File: config.mk
export PLATFORM = sky130hd
export DESIGN_NAME = vga_timing_regs
export DESIGN_NICKNAME = d
export VERILOG_FILES = /design/src/rtl/vga_timing_regs.sv
export SDC_FILE = /design/constraint.sdc
export NUM_CORES = 1
export LEC_CHECK = 0
export CORE_MARGIN = 1
export CORE_UTILIZATION = 32
export DETAILED_ROUTE_END_ITERATION = 6
export PLACE_DENSITY_LB_ADDON = 0.3
export REMOVE_ABC_BUFFERS = 1
export SKIP_CTS_REPAIR_TIMING = 1
export SLEW_MARGIN = 20
export SYNTH_ARGS = -nofsm -noshare
export SYNTH_HDL_FRONTEND = slang
export SYNTH_SLANG_ARGS = --single-unit
export TNS_END_PERCENT = 30
File: constraint.sdc
create_clock -name Clk -period 4.1 [get_ports Clk]
set_input_delay 0.82 -clock Clk [delete_from_list [all_inputs] [get_ports Clk]]
set_output_delay 0.82 -clock Clk [all_outputs]
set_load 0.1 [all_outputs]
File: src/rtl/vga_timing_regs.sv
// vga_timing_regs: VGA timing configuration register block.
//
// Bus writes go into a shadow register set. A write can load a full preset or
// a single field. The shadow set moves to the active set only at a frame
// boundary, or at once while the timing generator is stopped. Each time the
// active set changes, Load_config pulses for one cycle.
//
// Optional feature: define VGA_CFG_VALIDATE_EN to check the shadow set on each
// COMMIT. The check requires nonzero sync widths and porch+sync < count_max on
// both axes. A COMMIT that fails the check pulses Err and does not set Pending.
//
// Ports:
//   Clk, Rst            clock; asynchronous active-low reset
//   Valid, Addr, Data   configuration bus write (window of 10 words at BASE_ADDR)
//   Enable              timing generator running; when low, commits apply at once
//   Frame_end           one-cycle pulse on the last pixel of a frame
//   Load_config         one-cycle pulse when the active set has been updated
//   H/V_front_porch, H/V_back_porch, H/V_sync_pulse, H/V_count_max
//                       active timing set
//   Pending             a committed shadow set is waiting to be applied
//   Err                 one-cycle pulse when a write is rejected

module vga_timing_regs #(
    parameter int unsigned CONFIG_WIDTH  = 16,
    parameter int unsigned BASE_ADDR     = 16'h0002,
    parameter int unsigned PORCH_WIDTH   = 8,
    parameter int unsigned PULSE_WIDTH   = 8,
    parameter int unsigned REZ_MAX_WIDTH = 11
) (
    input  logic                     Clk,
    input  logic                     Rst,
    input  logic                     Valid,
    input  logic [CONFIG_WIDTH-1:0]  Addr,
    input  logic [CONFIG_WIDTH-1:0]  Data,
    input  logic                     Enable,
    input  logic                     Frame_end,
    output logic                     Load_config,
    output logic [PORCH_WIDTH-1:0]   H_front_porch,
    output logic [PORCH_WIDTH-1:0]   H_back_porch,
    output logic [PORCH_WIDTH-1:0]   V_front_porch,
    output logic [PORCH_WIDTH-1:0]   V_back_porch,
    output logic [PULSE_WIDTH-1:0]   H_sync_pulse,
    output logic [PULSE_WIDTH-1:0]   V_sync_pulse,
    output logic [REZ_MAX_WIDTH-1:0] H_count_max,
    output logic [REZ_MAX_WIDTH-1:0] V_count_max,
    output logic                     Pending,
    output logic                     Err
);

    // Register window offsets
    localparam int unsigned OFF_PRESET = 0;
    localparam int unsigned OFF_H_FP   = 1;
    localparam int unsigned OFF_H_BP   = 2;
    localparam int unsigned OFF_V_FP   = 3;
    localparam int unsigned OFF_V_BP   = 4;
    localparam int unsigned OFF_H_SYNC = 5;
    localparam int unsigned OFF_V_SYNC = 6;
    localparam int unsigned OFF_H_MAX  = 7;
    localparam int unsigned OFF_V_MAX  = 8;
    localparam int unsigned OFF_COMMIT = 9;
    localparam int unsigned NUM_REGS   = 10;
    localparam int unsigned NUM_PRESET = 3;

    // Reset values (mode 0, 640x480)
    localparam logic [PORCH_WIDTH-1:0]   RST_H_FP   = PORCH_WIDTH'(16);
    localparam logic [PORCH_WIDTH-1:0]   RST_H_BP   = PORCH_WIDTH'(48);
    localparam logic [PORCH_WIDTH-1:0]   RST_V_FP   = PORCH_WIDTH'(10);
    localparam logic [PORCH_WIDTH-1:0]   RST_V_BP   = PORCH_WIDTH'(33);
    localparam logic [PULSE_WIDTH-1:0]   RST_H_SYNC = PULSE_WIDTH'(96);
    localparam logic [PULSE_WIDTH-1:0]   RST_V_SYNC = PULSE_WIDTH'(2);
    localparam logic [REZ_MAX_WIDTH-1:0] RST_H_MAX  = REZ_MAX_WIDTH'(799);
    localparam logic [REZ_MAX_WIDTH-1:0] RST_V_MAX  = REZ_MAX_WIDTH'(524);

    // Shadow set
    logic [PORCH_WIDTH-1:0]   sh_h_fp, sh_h_bp, sh_v_fp, sh_v_bp;
    logic [PULSE_WIDTH-1:0]   sh_h_sync, sh_v_sync;
    logic [REZ_MAX_WIDTH-1:0] sh_h_max, sh_v_max;

    // Next-state values
    logic [PORCH_WIDTH-1:0]   sh_h_fp_n, sh_h_bp_n, sh_v_fp_n, sh_v_bp_n;
    logic [PULSE_WIDTH-1:0]   sh_h_sync_n, sh_v_sync_n;
    logic [REZ_MAX_WIDTH-1:0] sh_h_max_n, sh_v_max_n;
    logic [PORCH_WIDTH-1:0]   act_h_fp_n, act_h_bp_n, act_v_fp_n, act_v_bp_n;
    logic [PULSE_WIDTH-1:0]   act_h_sync_n, act_v_sync_n;
    logic [REZ_MAX_WIDTH-1:0] act_h_max_n, act_v_max_n;
    logic                     pending_n, err_n, load_n;

    // Preset table lookup
    logic [PORCH_WIDTH-1:0]   p_h_fp, p_h_bp, p_v_fp, p_v_bp;
    logic [PULSE_WIDTH-1:0]   p_h_sync, p_v_sync;
    logic [REZ_MAX_WIDTH-1:0] p_h_max, p_v_max;

    logic [CONFIG_WIDTH-1:0]  offset;
    logic                     wr_en;
    logic                     preset_ok;
    logic                     apply;
    logic                     unused_data;

    // Decode the bus write against the register window
    assign offset    = Addr - CONFIG_WIDTH'(BASE_ADDR);
    assign wr_en     = Valid && (Addr >= CONFIG_WIDTH'(BASE_ADDR))
                             && (offset < CONFIG_WIDTH'(NUM_REGS));
    assign preset_ok = Data < CONFIG_WIDTH'(NUM_PRESET);
    assign apply     = Pending && (Frame_end || !Enable);

    // The upper data bits are truncated away on every field write
    assign unused_data = ^Data;

`ifdef VGA_CFG_VALIDATE_EN
    localparam int unsigned SUM_W = REZ_MAX_WIDTH + 1;

    logic [SUM_W-1:0] h_sum, v_sum;
    logic             cfg_ok;

    // Check the current shadow set; a COMMIT never carries field data with it
    assign h_sum  = SUM_W'(sh_h_fp) + SUM_W'(sh_h_sync) + SUM_W'(sh_h_bp);
    assign v_sum  = SUM_W'(sh_v_fp) + SUM_W'(sh_v_sync) + SUM_W'(sh_v_bp);
    assign cfg_ok = (sh_h_sync != '0) && (sh_v_sync != '0)
                 && (h_sum < SUM_W'(sh_h_max)) && (v_sum < SUM_W'(sh_v_max));
`endif

    // Preset table; an out-of-range index is rejected before this is used
    always_comb begin
        p_h_fp   = RST_H_FP;
        p_h_bp   = RST_H_BP;
        p_v_fp   = RST_V_FP;
        p_v_bp   = RST_V_BP;
        p_h_sync = RST_H_SYNC;
        p_v_sync = RST_V_SYNC;
        p_h_max  = RST_H_MAX;
        p_v_max  = RST_V_MAX;
        case (Data[1:0])
            2'd1: begin
                p_h_fp   = PORCH_WIDTH'(40);
                p_h_bp   = PORCH_WIDTH'(88);
                p_v_fp   = PORCH_WIDTH'(1);
                p_v_bp   = PORCH_WIDTH'(23);
                p_h_sync = PULSE_WIDTH'(128);
                p_v_sync = PULSE_WIDTH'(4);
                p_h_max  = REZ_MAX_WIDTH'(1055);
                p_v_max  = REZ_MAX_WIDTH'(627);
            end
            2'd2: begin
                p_h_fp   = PORCH_WIDTH'(24);
                p_h_bp   = PORCH_WIDTH'(160);
                p_v_fp   = PORCH_WIDTH'(3);
                p_v_bp   = PORCH_WIDTH'(29);
                p_h_sync = PULSE_WIDTH'(136);
                p_v_sync = PULSE_WIDTH'(6);
                p_h_max  = REZ_MAX_WIDTH'(1343);
                p_v_max  = REZ_MAX_WIDTH'(805);
            end
            default: ;
        endcase
    end

    // Next state. The apply copies the pre-write shadow. A write in the same
    // cycle then updates the shadow, and a PRESET or COMMIT re-arms Pending.
    always_comb begin
        sh_h_fp_n    = sh_h_fp;
        sh_h_bp_n    = sh_h_bp;
        sh_v_fp_n    = sh_v_fp;
        sh_v_bp_n    = sh_v_bp;
        sh_h_sync_n  = sh_h_sync;
        sh_v_sync_n  = sh_v_sync;
        sh_h_max_n   = sh_h_max;
        sh_v_max_n   = sh_v_max;
        act_h_fp_n   = H_front_porch;
        act_h_bp_n   = H_back_porch;
        act_v_fp_n   = V_front_porch;
        act_v_bp_n   = V_back_porch;
        act_h_sync_n = H_sync_pulse;
        act_v_sync_n = V_sync_pulse;
        act_h_max_n  = H_count_max;
        act_v_max_n  = V_count_max;
        pending_n    = Pending;
        err_n        = 1'b0;
        load_n       = 1'b0;

        if (apply) begin
            act_h_fp_n   = sh_h_fp;
            act_h_bp_n   = sh_h_bp;
            act_v_fp_n   = sh_v_fp;
            act_v_bp_n   = sh_v_bp;
            act_h_sync_n = sh_h_sync;
            act_v_sync_n = sh_v_sync;
            act_h_max_n  = sh_h_max;
            act_v_max_n  = sh_v_max;
            pending_n    = 1'b0;
            load_n       = 1'b1;
        end

        if (wr_en) begin
            case (offset)
                CONFIG_WIDTH'(OFF_PRESET): begin
                    if (preset_ok) begin
                        sh_h_fp_n   = p_h_fp;
                        sh_h_bp_n   = p_h_bp;
                        sh_v_fp_n   = p_v_fp;
                        sh_v_bp_n   = p_v_bp;
                        sh_h_sync_n = p_h_sync;
                        sh_v_sync_n = p_v_sync;
                        sh_h_max_n  = p_h_max;
                        sh_v_max_n  = p_v_max;
                        pending_n   = 1'b1;
                    end else begin
                        err_n = 1'b1;
                    end
                end
                CONFIG_WIDTH'(OFF_H_FP):   sh_h_fp_n   = PORCH_WIDTH'(Data);
                CONFIG_WIDTH'(OFF_H_BP):   sh_h_bp_n   = PORCH_WIDTH'(Data);
                CONFIG_WIDTH'(OFF_V_FP):   sh_v_fp_n   = PORCH_WIDTH'(Data);
                CONFIG_WIDTH'(OFF_V_BP):   sh_v_bp_n   = PORCH_WIDTH'(Data);
                CONFIG_WIDTH'(OFF_H_SYNC): sh_h_sync_n = PULSE_WIDTH'(Data);
                CONFIG_WIDTH'(OFF_V_SYNC): sh_v_sync_n = PULSE_WIDTH'(Data);
                CONFIG_WIDTH'(OFF_H_MAX):  sh_h_max_n  = REZ_MAX_WIDTH'(Data);
                CONFIG_WIDTH'(OFF_V_MAX):  sh_v_max_n  = REZ_MAX_WIDTH'(Data);
                CONFIG_WIDTH'(OFF_COMMIT): begin
`ifdef VGA_CFG_VALIDATE_EN
                    if (cfg_ok) begin
                        pending_n = 1'b1;
                    end else begin
                        err_n = 1'b1;
                    end
`else
                    pending_n = 1'b1;
`endif
                end
                default: ;
            endcase
        end
    end

    // State registers; reset restores mode 0 and raises Load_config
    always_ff @(posedge Clk or negedge Rst) begin
        if (!Rst) begin
            sh_h_fp       <= RST_H_FP;
            sh_h_bp       <= RST_H_BP;
            sh_v_fp       <= RST_V_FP;
            sh_v_bp       <= RST_V_BP;
            sh_h_sync     <= RST_H_SYNC;
            sh_v_sync     <= RST_V_SYNC;
            sh_h_max      <= RST_H_MAX;
            sh_v_max      <= RST_V_MAX;
            H_front_porch <= RST_H_FP;
            H_back_porch  <= RST_H_BP;
            V_front_porch <= RST_V_FP;
            V_back_porch  <= RST_V_BP;
            H_sync_pulse  <= RST_H_SYNC;
            V_sync_pulse  <= RST_V_SYNC;
            H_count_max   <= RST_H_MAX;
            V_count_max   <= RST_V_MAX;
            Pending       <= 1'b0;
            Err           <= 1'b0;
            Load_config   <= 1'b1;
        end else begin
            sh_h_fp       <= sh_h_fp_n;
            sh_h_bp       <= sh_h_bp_n;
            sh_v_fp       <= sh_v_fp_n;
            sh_v_bp       <= sh_v_bp_n;
            sh_h_sync     <= sh_h_sync_n;
            sh_v_sync     <= sh_v_sync_n;
            sh_h_max      <= sh_h_max_n;
            sh_v_max      <= sh_v_max_n;
            H_front_porch <= act_h_fp_n;
            H_back_porch  <= act_h_bp_n;
            V_front_porch <= act_v_fp_n;
            V_back_porch  <= act_v_bp_n;
            H_sync_pulse  <= act_h_sync_n;
            V_sync_pulse  <= act_v_sync_n;
            H_count_max   <= act_h_max_n;
            V_count_max   <= act_v_max_n;
            Pending       <= pending_n;
            Err           <= err_n;
            Load_config   <= load_n;
        end
    end

endmodule

==> impl_metrics.tcl <==
set metrics [dict create \
    syn_avg_cell_area_um2 9.51 \
    initial_core_util_pct 32.7 \
    synth_top_area_share_pct 40.0 \
    nets 829 \
    synth_cells 671 \
    grt_usage_pct 18.1 \
    cts.sinks 143 \
    insertion_delay_ps 430 \
    clockRootBuffer "clkbuf_16" \
    wirelength_um 17300 \
    path_clk_slew_ps 60 \
    outcome "finished, final reports clean" \
    drt_iter0_markers 224 \
    p_leak_nw 3.92 \
    coreArea_um2 19500 \
    power.net_switching_mw 0.719 \
    die-area_um2 20500 \
    yosysTopAreaCell "dfrtp_1" \
    cp-end-kind "register" \
    fmax_ghz 0.303 \
    portBuffers 109 \
    yosys_most_used_dff "dfrtp_1" \
    insertedDiodeCount 0 \
    hp-class "in2async" \
    synth_area_um2 6380 \
    setup_viol 0 \
    hpwl_um 12200 \
    area_growth_syn_to_layout_pct 32.4 \
    cts_tree "done" \
    holdWs_ps 437 \
    crit_path_start_kind "input pin" \
    required_ps 4410 \
    vias_per_cell 4.74 \
    clk_path_buf_depth 2 \
    fin_skew_ps 5.91 \
    ant_nets 0 \
    drc 0 \
    rsz0062_at_grt "false" \
    vdd_drop_max_v 0.000294 \
    rows 51 \
    grt_pass1_wl_um 27400 \
    crit_arrival_ps 3610 \
    synth-seq-area-share_pct 56.9 \
    tightest_slew_ps 986 \
    dieHeight_um 143 \
    crit_fanout 9 \
    p_comb_share_pct 6.2 \
    ioPinCount 110 \
    yosysMostFrequentCell "nand2_1" \
    fin_tns_setup_ps 0 \
    ff_latch_area_um2 3630 \
    synth_common_cells "251 x nand2_1, 102 x dfrtp_1, 43 x o21ai_0, 41 x dfstp_2, 26 x nor2_1" \
    p_sw_share_pct 22.1 \
    cts_max_level 4 \
    pwr-share-clk_pct 50.4 \
    power_density_nw_per_um2 385 \
    grt_antenna_before_repair 0 \
    synth_edf_count 0 \
    worstSetupPathType "in2reg" \
    dr.pass1.iters 5 \
    wl_per_cell_um 16.3 \
    synth_warnings 0 \
    grt_pass1_vias 4887 \
    ys_async_sr_fraction_pct 100 \
    grt_max_degree 84 \
    slew-limit-headroom_pct 34.1 \
    cap_violations 0 \
    vias 5041 \
    slew_viol_final 0 \
    die_w_um 143 \
    multi_input_area_um2 2530 \
    fillerInstances 1963 \
    pwr-share-seq_pct 43.5 \
    internal-power_mw 2.54 \
    synth_area_leaders "dfrtp_1 40%, dfstp_2 17%, nand2_1 15%" \
    numCtsBuffers 17 \
    period_minus_slack_ps 3300 \
    synth_cell_types 58 \
    drive_above_1_share_pct 16.3 \
    place_congestion 0.942 \
    period_share_pct 80.6 \
    ys_ff_latch 143 \
    hold_viol 0 \
    grt_overflow_total 0 \
]
-- sequential cells by signal, indices dropped and copies added, names as in the netlist, 8 cells and up --
register / count
sh_h_max: 11
sh_v_max: 11
sh_v_sync: 8
sh_v_bp: 8
H_count_max: 11
H_back_porch: 8
sh_h_bp: 8
sh_h_fp: 8
H_front_porch: 8
V_back_porch: 8
V_front_porch: 8
sh_h_sync: 8
H_sync_pulse: 8
V_count_max: 11
V_sync_pulse: 8
sh_v_fp: 8
-- metrics by stage --
stage               std cells  power (mW)  utilization, %  instance area (um^2)  setup slack, ps
global placement         1032        1.64            40.1                  7820              426
CTS                      1064        3.29            43.3                  8450              841
floorplan                 636        1.51               -                  6220             -786
finish                   1064        3.25            43.3                  8450              796
global route             1064        3.37            43.3                  8450              649
detailed placement       1032        1.64            40.1                  7820              381
-- worst max-delay path, cell delays in order --
cell and delay (ps):
clkdlybuf4s50_1 520, inv_1 140, ha_1 230, o21bai_1 200, a211oi_1 320, o21a_1 370, nand3_4 160, or3_1 500
mux2_4 340
-- final cells by class --
| class | instances | share of cell area [%] |
|---|---|---|
| Clock buffer | 22 | 5.49 |
| Multi-Input combinational cell | 474 | 30.0 |
| Tap cell | 265 | 3.92 |
| Sequential cell | 143 | 43.0 |
| Timing Repair Buffer | 131 | 14.9 |
| Clock inverter | 10 | 1.91 |
| Inverter | 19 | 0.859 |
-- cell usage in the layout (no fill, tap or decap), types with 3 or more instances in the layout --
master,n
dfrtp_1,102
bufinv_16,4
clkdlybuf4s50_1,108
buf_4,22
a21oi_1,20
nor4_1,5
nand2_1,251
mux2_4,3
nor2_1,26
nor3_1,11
clkinv_2,3
a21o_1,3
nand3_1,6
clkbuf_1,3
clkinvlp_4,3
or3_1,5
mux2_2,19
o21ai_0,43
nand4_1,9
dfstp_2,41
clkbuf_16,17
inv_1,18
and2_1,3
a22o_1,9
mux2i_1,4
a2bb2oi_1,9
o22ai_1,4
ha_1,6
-- metal layers --
metal / vias up / GRT usage [%] / share of wire, %
met5: - / 0 / 0
met1: 2378 / 25.1 / 49
met3: 27 / 4.43 / 5.0
met2: 143 / 26.6 / 44
met4: 0 / 7.78 / 2.3
li1: 2493 / - / -
-- cells by family (layout without fill, tap and decap cells) --
logic type      Yosys count  after routing  share of synthesized area, %
simple gates            333            333                          22.5
flops                   143            143                          56.9
compound gates          106            106                          10.6
buf+inv                  54            182                          3.65
mux                      26             26                          4.68
fa+ha+maj                 6              6                          1.18
xor+xnor                  3              3                         0.529
-- path summary, 6_finish.rpt --
check / from / endpoint / slack [ps] / cells after the start
hold reg to reg: sh_h_bp[4] / H_back_porch[4] / 450 / 2
max in group asynchronous: Rst / V_front_porch[1] / 2740 / 2
setup / recovery: Addr[1] / sh_h_fp[5] / 800 / 9
setup reg to reg: Pending / H_sync_pulse[7] / 2400 / 4
hold / removal: Rst / sh_v_sync[4] / 440 / 1
min in group Clk: sh_h_bp[4] / H_back_porch[4] / 450 / 2
-- power groups by stage --
stage                     sequential [mW]  combinational, mW  clock, mW
after floorplan                      1.44             0.0701          0
after global placement               1.44              0.203          0
after detailed placement             1.44              0.203          0
after CTS                            1.41              0.204       1.67
after global routing                 1.41              0.222       1.73
final                                1.41              0.201       1.64
No activity file was read; power rests on OpenSTA's default activity.
